===== src/rtl/mac_lanes.sv =====
// Multi-lane unsigned x signed multiply-accumulate with a 2-stage valid/ready pipeline.
// Optional round-half-up on the output path: define MAC_LANES_ROUND_EN.
module mac_lanes #(
  parameter int LANES     = 4,
  parameter int A_WIDTH   = 16,
  parameter int B_WIDTH   = 16,
  parameter int ACC_GUARD = 4,
  parameter int OUT_SCALE = 16,
  parameter int OUT_WIDTH = 16
) (
  input  logic                         clk,
  input  logic                         arst_n_in,
  input  logic                         in_valid,
  output logic                         in_ready,
  input  logic                         in_first,
  input  logic                         in_last,
  input  logic [LANES*A_WIDTH-1:0]     a_in,
  input  logic [LANES*B_WIDTH-1:0]     b_in,
  output logic                         out_valid,
  input  logic                         out_ready,
  output logic [LANES*OUT_WIDTH-1:0]   out_data,
  output logic [LANES-1:0]             out_sat
);

  localparam int PROD_WIDTH = A_WIDTH + B_WIDTH;
  localparam int ACC_WIDTH  = PROD_WIDTH + ACC_GUARD;
  // One spare bit so the rounding constant can never overflow the sum.
  localparam int SUM_WIDTH  = ACC_WIDTH + 1;

  typedef logic signed [PROD_WIDTH-1:0] prod_t;
  typedef logic signed [ACC_WIDTH-1:0]  acc_t;
  typedef logic signed [SUM_WIDTH-1:0]  sum_t;

  localparam sum_t OUT_MAX = (SUM_WIDTH'(1) <<< (OUT_WIDTH - 1)) - SUM_WIDTH'(1);
  localparam sum_t OUT_MIN = ~OUT_MAX;
`ifdef MAC_LANES_ROUND_EN
  localparam sum_t RND = (SUM_WIDTH'(1) << OUT_SCALE) >> 1;
`else
  localparam sum_t RND = '0;
`endif

  logic  s1_en, s2_en;
  logic  s1_valid, s1_first, s1_last;
  prod_t prod     [LANES];
  prod_t s1_prod  [LANES];
  acc_t  acc      [LANES];
  acc_t  acc_next [LANES];
  logic [LANES*OUT_WIDTH-1:0] data_next;
  logic [LANES-1:0]           sat_next;

  assign s2_en    = !out_valid || out_ready;
  assign s1_en    = !s1_valid || s2_en;
  assign in_ready = s1_en;

  // Zero-extend a and sign-extend b to the full product width; the exact
  // product always fits in A_WIDTH+B_WIDTH signed bits.
  always_comb begin
    logic [PROD_WIDTH-1:0] a_ext, b_ext;
    // NOTE: every combinational output gets a default before any branch so no latch is inferred.
    a_ext = '0;
    b_ext = '0;
    for (int i = 0; i < LANES; i++) begin
      a_ext   = {{B_WIDTH{1'b0}}, a_in[i*A_WIDTH +: A_WIDTH]};
      b_ext   = {{A_WIDTH{b_in[i*B_WIDTH + B_WIDTH - 1]}}, b_in[i*B_WIDTH +: B_WIDTH]};
      prod[i] = $signed(a_ext) * $signed(b_ext);
    end
  end

  // Accumulate, then scale / round / clip on the output path only.
  always_comb begin
    sum_t sum, shifted;
    sum       = '0;
    shifted   = '0;
    data_next = '0;
    sat_next  = '0;
    for (int i = 0; i < LANES; i++) begin
      acc_next[i] = s1_first ? acc_t'(s1_prod[i]) : acc[i] + acc_t'(s1_prod[i]);
      sum         = SUM_WIDTH'(acc_next[i]) + RND;
      shifted     = sum >>> OUT_SCALE;
      if (shifted > OUT_MAX) begin
        data_next[i*OUT_WIDTH +: OUT_WIDTH] = OUT_MAX[OUT_WIDTH-1:0];
        sat_next[i] = 1'b1;
      end else if (shifted < OUT_MIN) begin
        data_next[i*OUT_WIDTH +: OUT_WIDTH] = OUT_MIN[OUT_WIDTH-1:0];
        sat_next[i] = 1'b1;
      end else begin
        data_next[i*OUT_WIDTH +: OUT_WIDTH] = shifted[OUT_WIDTH-1:0];
      end
    end
  end

  // NOTE: state registers use non-blocking assignments so every flop samples pre-edge values.
  always_ff @(posedge clk or negedge arst_n_in) begin
    if (!arst_n_in) begin
      s1_valid  <= 1'b0;
      s1_first  <= 1'b0;
      s1_last   <= 1'b0;
      out_valid <= 1'b0;
      out_data  <= '0;
      out_sat   <= '0;
      // NOTE: the accumulator array is reset because a headless frame accumulates onto it.
      for (int i = 0; i < LANES; i++) begin
        s1_prod[i] <= '0;
        acc[i]     <= '0;
      end
    end else begin
      if (s1_en) begin
        s1_valid <= in_valid;
        s1_first <= in_first;
        s1_last  <= in_last;
        s1_prod  <= prod;
      end
      if (s2_en) begin
        if (s1_valid) begin
          acc <= acc_next;
          if (s1_last) begin
            out_data  <= data_next;
            out_sat   <= sat_next;
            out_valid <= 1'b1;
          end else begin
            out_valid <= 1'b0;
          end
        end else begin
          out_valid <= 1'b0;
        end
      end
    end
  end

endmodule


===== config.mk =====
export PLATFORM = sky130hd
export DESIGN_NAME = mac_lanes
export DESIGN_NICKNAME = d
export VERILOG_FILES = /design/src/rtl/mac_lanes.sv
export SDC_FILE = /design/constraint.sdc
export NUM_CORES = 2
export LEC_CHECK = 0
export CELL_PAD_IN_SITES_DETAIL_PLACEMENT = 0
export CELL_PAD_IN_SITES_GLOBAL_PLACEMENT = 1
export CORE_ASPECT_RATIO = 1.25
export CORE_MARGIN = 5
export CORE_UTILIZATION = 45
export CTS_BUF_LIST = sky130_fd_sc_hd__clkbuf_4
export DETAILED_ROUTE_END_ITERATION = 6
export GPL_ROUTABILITY_DRIVEN = 1
export GPL_TIMING_DRIVEN = 0
export HOLD_SLACK_MARGIN = 0.12
export PLACE_DENSITY = 0.83
export SYNTH_ARGS = -nofsm -noshare
export SYNTH_HDL_FRONTEND = slang
export SYNTH_SLANG_ARGS = --single-unit
export TNS_END_PERCENT = 50

===== constraint.sdc =====
create_clock -name clk -period 3.4 [get_ports clk]
set_clock_uncertainty 0.15 [all_clocks]
set_input_delay 0.34 -clock clk [delete_from_list [all_inputs] [get_ports clk]]
set_output_delay 0.34 -clock clk [all_outputs]
set_load 0.02 [all_outputs]

Word level (Yosys, flattened, before mapping):

Cells that the tools add are included.

* $add $sub $neg: 4
* $mul: 4
* magnitude comparators: 8
* muxes and demuxes: 22
* reductions and logical operators: 6

Operator list (number)
* adder 36 x 32 -> 36 bit: 4
* two-way mux 36 bit: 4
* multiplier 17 x 16 -> 32 bit: 4
* two-way mux 16 bit: 8
* > comparator 20 x 16 -> 1 bit, second input constant: 4
* < comparator 20 x 16 -> 1 bit, second input constant: 4
* two-way mux 1 bit: 10
* AND reduction 3 bit: 1
* zero test 1 bit: 2
* logical OR 1 bit: 2
* AND reduction 2 bit: 1

* bits in registers: 344
* input port bits: 134
* output and inout bits: 70

Logic depth before layout (Yosys ltp):

* depth after elaboration: 5
* mapped depth: 26
* depth with buffers taken out: 25

Least setup slack after synthesis:

No wires, ideal clock.

* path kind: input-to-reg
* start: input port b_in[1]
* end: register s1_prod[125] (netlist name)
* library setup time: 0.134 ns
* arrival time: 6.290 ns
* data required time: 3.116 ns
* path slack: -3.174 ns
* cell stages on the path: 23
* path buffers: 1
* cell sequence: clkbuf_1 nand2_1 fa_1 fa_1 fa_1 inv_1 fa_1 fa_1 inv_1 fa_1 inv_1 ha_1 a21o_1 a21o_1 a21o_1 a2111o_1 a311o_1 a21oi_1 nor3_1 or3_1 a21oi_1 xor2_1 o21ai_0

* cells in the longest elaborated chain, start to end: 1

Ends and longest elaborated chain
* from (decl): RTL line 18 `input logic [LANES*B_WIDTH-1:0] b_in,`
* multiplier 17 x 16 -> 32 bit: RTL line 65 `prod[i] = $signed(a_ext) * $signed(b_ext);`
* to (signal assigned): RTL line 111 `s1_prod <= prod;`
* to (decl): RTL line 45 `prod_t s1_prod [LANES];`

Every way passes these cells.
A chain may end at the register's enable or synchronous reset.

Worst setup path after layout:

* start: input port b_in[4]
* end: register s1_prod[125] (netlist name)

Same word-level chain as after synthesis.

==> metrics <==
CTS Root Cell clkbuf_4; vias in the first global route 49,800; XOR/XNOR Fraction of Synth Area around 3.5%; GP Congestion roughly 0.93; Crit Path Class in2reg; grt ovf 0; Port Buffers 200; TritonCTS Buffers 96; Die Span X 325 um; Worst path top cell family by delay adder cells; Post-Synth Adder-Cell Area 41.6%; Startpoint Class primary input; Final Routed Wirelength roughly 180 mm; Final Hold Fails 0; Ys Warns 0; Synth async-reset ratio 100%; Mean Syn Cell Area around 8.6 um2; R2R Path Start s1_prod[64]$_DFFE_PN0P_; Seq/Total Area, Yosys 15.4%; Fmax achieved 168 MHz; largest family of logic cells by synthesized area adder cells; Slowest cell on crit path fa_1; crit-path max cell delay between 0.5 and 0.6 ns; Synth Area in Simple Gates between 10% and 20%; total track usage a little over a quarter; pin count of the biggest net entering global routing 106; R2R Path End out_data[27]$_DFFE_PN0P_; Worst-Skew Late Latency just under 0.9 ns; violated checks negative setup slack; Min-Delay Endpoint s1_prod[127]$_DFFE_PN0P_; Chip Height just over 400 um; # H-tree levels 3; initial antenna violation count 1; slew margin rel. between 10 and 15%; worst reg-to-reg setup slack -0.55 ns; sum of net half-perimeters after detailed placement 141 mm; synthesized net count approximately 8,000; crit path cell chain buf_12 > buf_8 > and2_1 > fa_1 > inv_1 > fa_1 > fa_1 > inv_1 > fa_1 > fa_1 > inv_1 > fa_1 > inv_2 > ha_4 > a21o_1 > a21o_1 > a2111o_1 > a311o_1 > a21oi_4 > nor3_4 > or3_1 > a21oi_2 > xor2_2 > o21ai_1; number of flops mapped to enable cells by yosys 0; Final WS setup -2.57 ns; most frequent cells in the layout 967 x inv_1, 908 x nand2_1, 748 x fa_1; Site Rows 144; CTS tree yes; max cap viols 0; commonest non-fill, non-tap cell in the layout inv_1; Synth area leaders fa_1 28%, dfrtp_1 15%, ha_1 14%; Vias/cell roughly 5.5; post-synthesis compound-gate area fraction between 10% and 20%; core box area around 120,000 um2; worst slew pin tran about 1.3 ns; Non-Filler Instances a little under 9,000; r2r worst-path depth 15; Placed Cells approximately 8,300; share of the synthesized area in the top cell type between 20% and 30%; share of cells above drive strength 1 approximately 17%; Syn Inst Count ~6,500; fill cell count 11,300; final slew viol count 0; clk slew on worst S/H paths roughly 0.080 ns; FF+latch area between 8000 and 9000 um2; CP bufs+invs 6; status complete, but fails checks; Stages on worst setup path 24; endpoints failing setup about 230; hold_sp b_in[15]; hold path cells 5; critical path required time 3.95 ns; CTS max path bufs 3; multi-input logic area between 40,000 and 50,000 um2; routed length per instance about 21 um; Initial Util a little under half; DR pass1 iterations 5; number of distinct library cells after synthesis a little under 90; P&R area growth vs syn 21.9%; Top Ports between 200 and 250; fin crit period ~6 ns; # DRC 0; mapped cell area around 56,000 um2; final worst-path cycle share 175%; Synth area leader fa_1; Critical Path Fanout Max 4; FF+latch count, synth 344; drt initial violations around 2,900; most frequent cell on the critical path fa_1; clk sink count between 300 and 400; Critical Path AT 6.52 ns; Post-synth top flop dfrtp_1; die area 131,000 um2; RSZ-0062 raised after global routing yes; vias a little under 50,000; mux contribution to synthesized area 0.888%; final net count about 8,500; first-pass GRT wire length 278 mm; CP Capture Type register; hold crit path type in2reg; Routed Antenna Nets 0
[flip-flops by register name (all words and copies together) (netlist names)]
register   cells
out_sat        4
s1_first       1
s1_prod      128
out_valid      1
acc          144
s1_last        1
out_data      64
s1_valid       1
[through the flow]
step	TNS (ns)	hold slack [ns]	utilization [%]	cell area, um2	worst slack (ns)
global placement	-5249.49	0.313	49.4	60900	-13.76
global route	-207.19	0.158	55.2	68000	-2.66
finish	-185.58	0.162	55.2	68000	-2.57
detailed placement	-532.79	0.147	49.5	61000	-4.57
CTS	-195.02	0.172	53.0	65300	-2.65
floorplan	-187.82	-0.106	-	56900	-2.85
[repair_timing]
item / CTS / global route
hold buffers: 20 / 1
resized for setup: 1073 / 505
hold endpoints to repair: 270 / 1
gates cloned: 1 / 7
buffers inserted: 129 / 118
endpoints found under the setup margin: 308 / 262
pin swaps: 168 / 335
[final cells by class]
| type | count | area share (%) |
|---|---|---|
| Inverter | 1028 | 5.68 |
| Sequential cell | 344 | 12.7 |
| Timing Repair Buffer | 472 | 6.59 |
| Clock inverter | 44 | 0.425 |
| Buffer | 253 | 3.90 |
| Multi-Input combinational cell | 4829 | 66.4 |
| Antenna cell | 1 | 0.00368 |
| Tap cell | 1606 | 2.95 |
| Clock buffer | 128 | 1.41 |
[cell usage after synthesis, types with 7 or more instances]
cell type	instances
a31oi_1	33
a211o_1	7
xnor2_1	125
nor3_1	51
and3_1	19
nor2_1	321
nor3b_1	9
a21o_1	128
o21a_1	28
ha_1	608
o221ai_1	7
nor2b_1	39
xor2_1	94
o22ai_1	33
o211a_1	9
a21oi_1	334
nand4_1	24
and2_1	482
a21boi_0	8
o211ai_1	18
fa_1	780
o22a_1	21
nand2b_1	67
o21ai_0	294
a31o_2	7
a221o_1	19
nand2_1	934
o21ai_1	7
mux2i_1	18
or3_1	14
or4_1	8
a211oi_1	38
clkbuf_1	228
nand3_1	55
mux2_2	26
o31a_1	9
nor4_1	7
o31ai_1	23
inv_1	1025
or2_2	7
dfrtp_1	344
buf_1	19
o21bai_1	36
[how the worst max path moves through the flow]
stage	end	slack [ns]	from
after floorplan	s1_prod[125]$_DFFE_PN0P_	-2.85	b_in[4]
after global placement	s1_prod[46]$_DFFE_PN0P_	-13.76	arst_n_in
after detailed placement	s1_prod[125]$_DFFE_PN0P_	-4.57	a_in[11]
after CTS	s1_prod[125]$_DFFE_PN0P_	-2.65	b_in[5]
after global routing	s1_prod[125]$_DFFE_PN0P_	-2.66	a_in[4]
final	s1_prod[125]$_DFFE_PN0P_	-2.57	b_in[4]
[worst min-delay path: cells and delay by family]
| kind | cells | cell delay, ns |
|---|---|---|
| xor+xnor | 3 | 0.51 |
| compound gates | 1 | 0.08 |
| buf+inv | 1 | 0.20 |
[routing by layer]
metal | routed length, um | global-route usage [%] | vias to the layer above
li1 | - | - | 21900
met1 | 75200 | 34.9 | 24100
met2 | 86800 | 45.9 | 1559
met3 | 10100 | 3.26 | 431
met4 | 8000 | 10.4 | 0
met5 | 0 | 0 | -
[cells by family after synthesis]
group	after synthesis
compound gates	1118
xor+xnor	220
fa+ha+maj	1388
buf+inv	1282
flops	344
mux	45
simple gates	2058
Power is left out: the tool's default activity adds up to more than one toggle a clock period on the data nets, which glitch-free logic cannot reach.
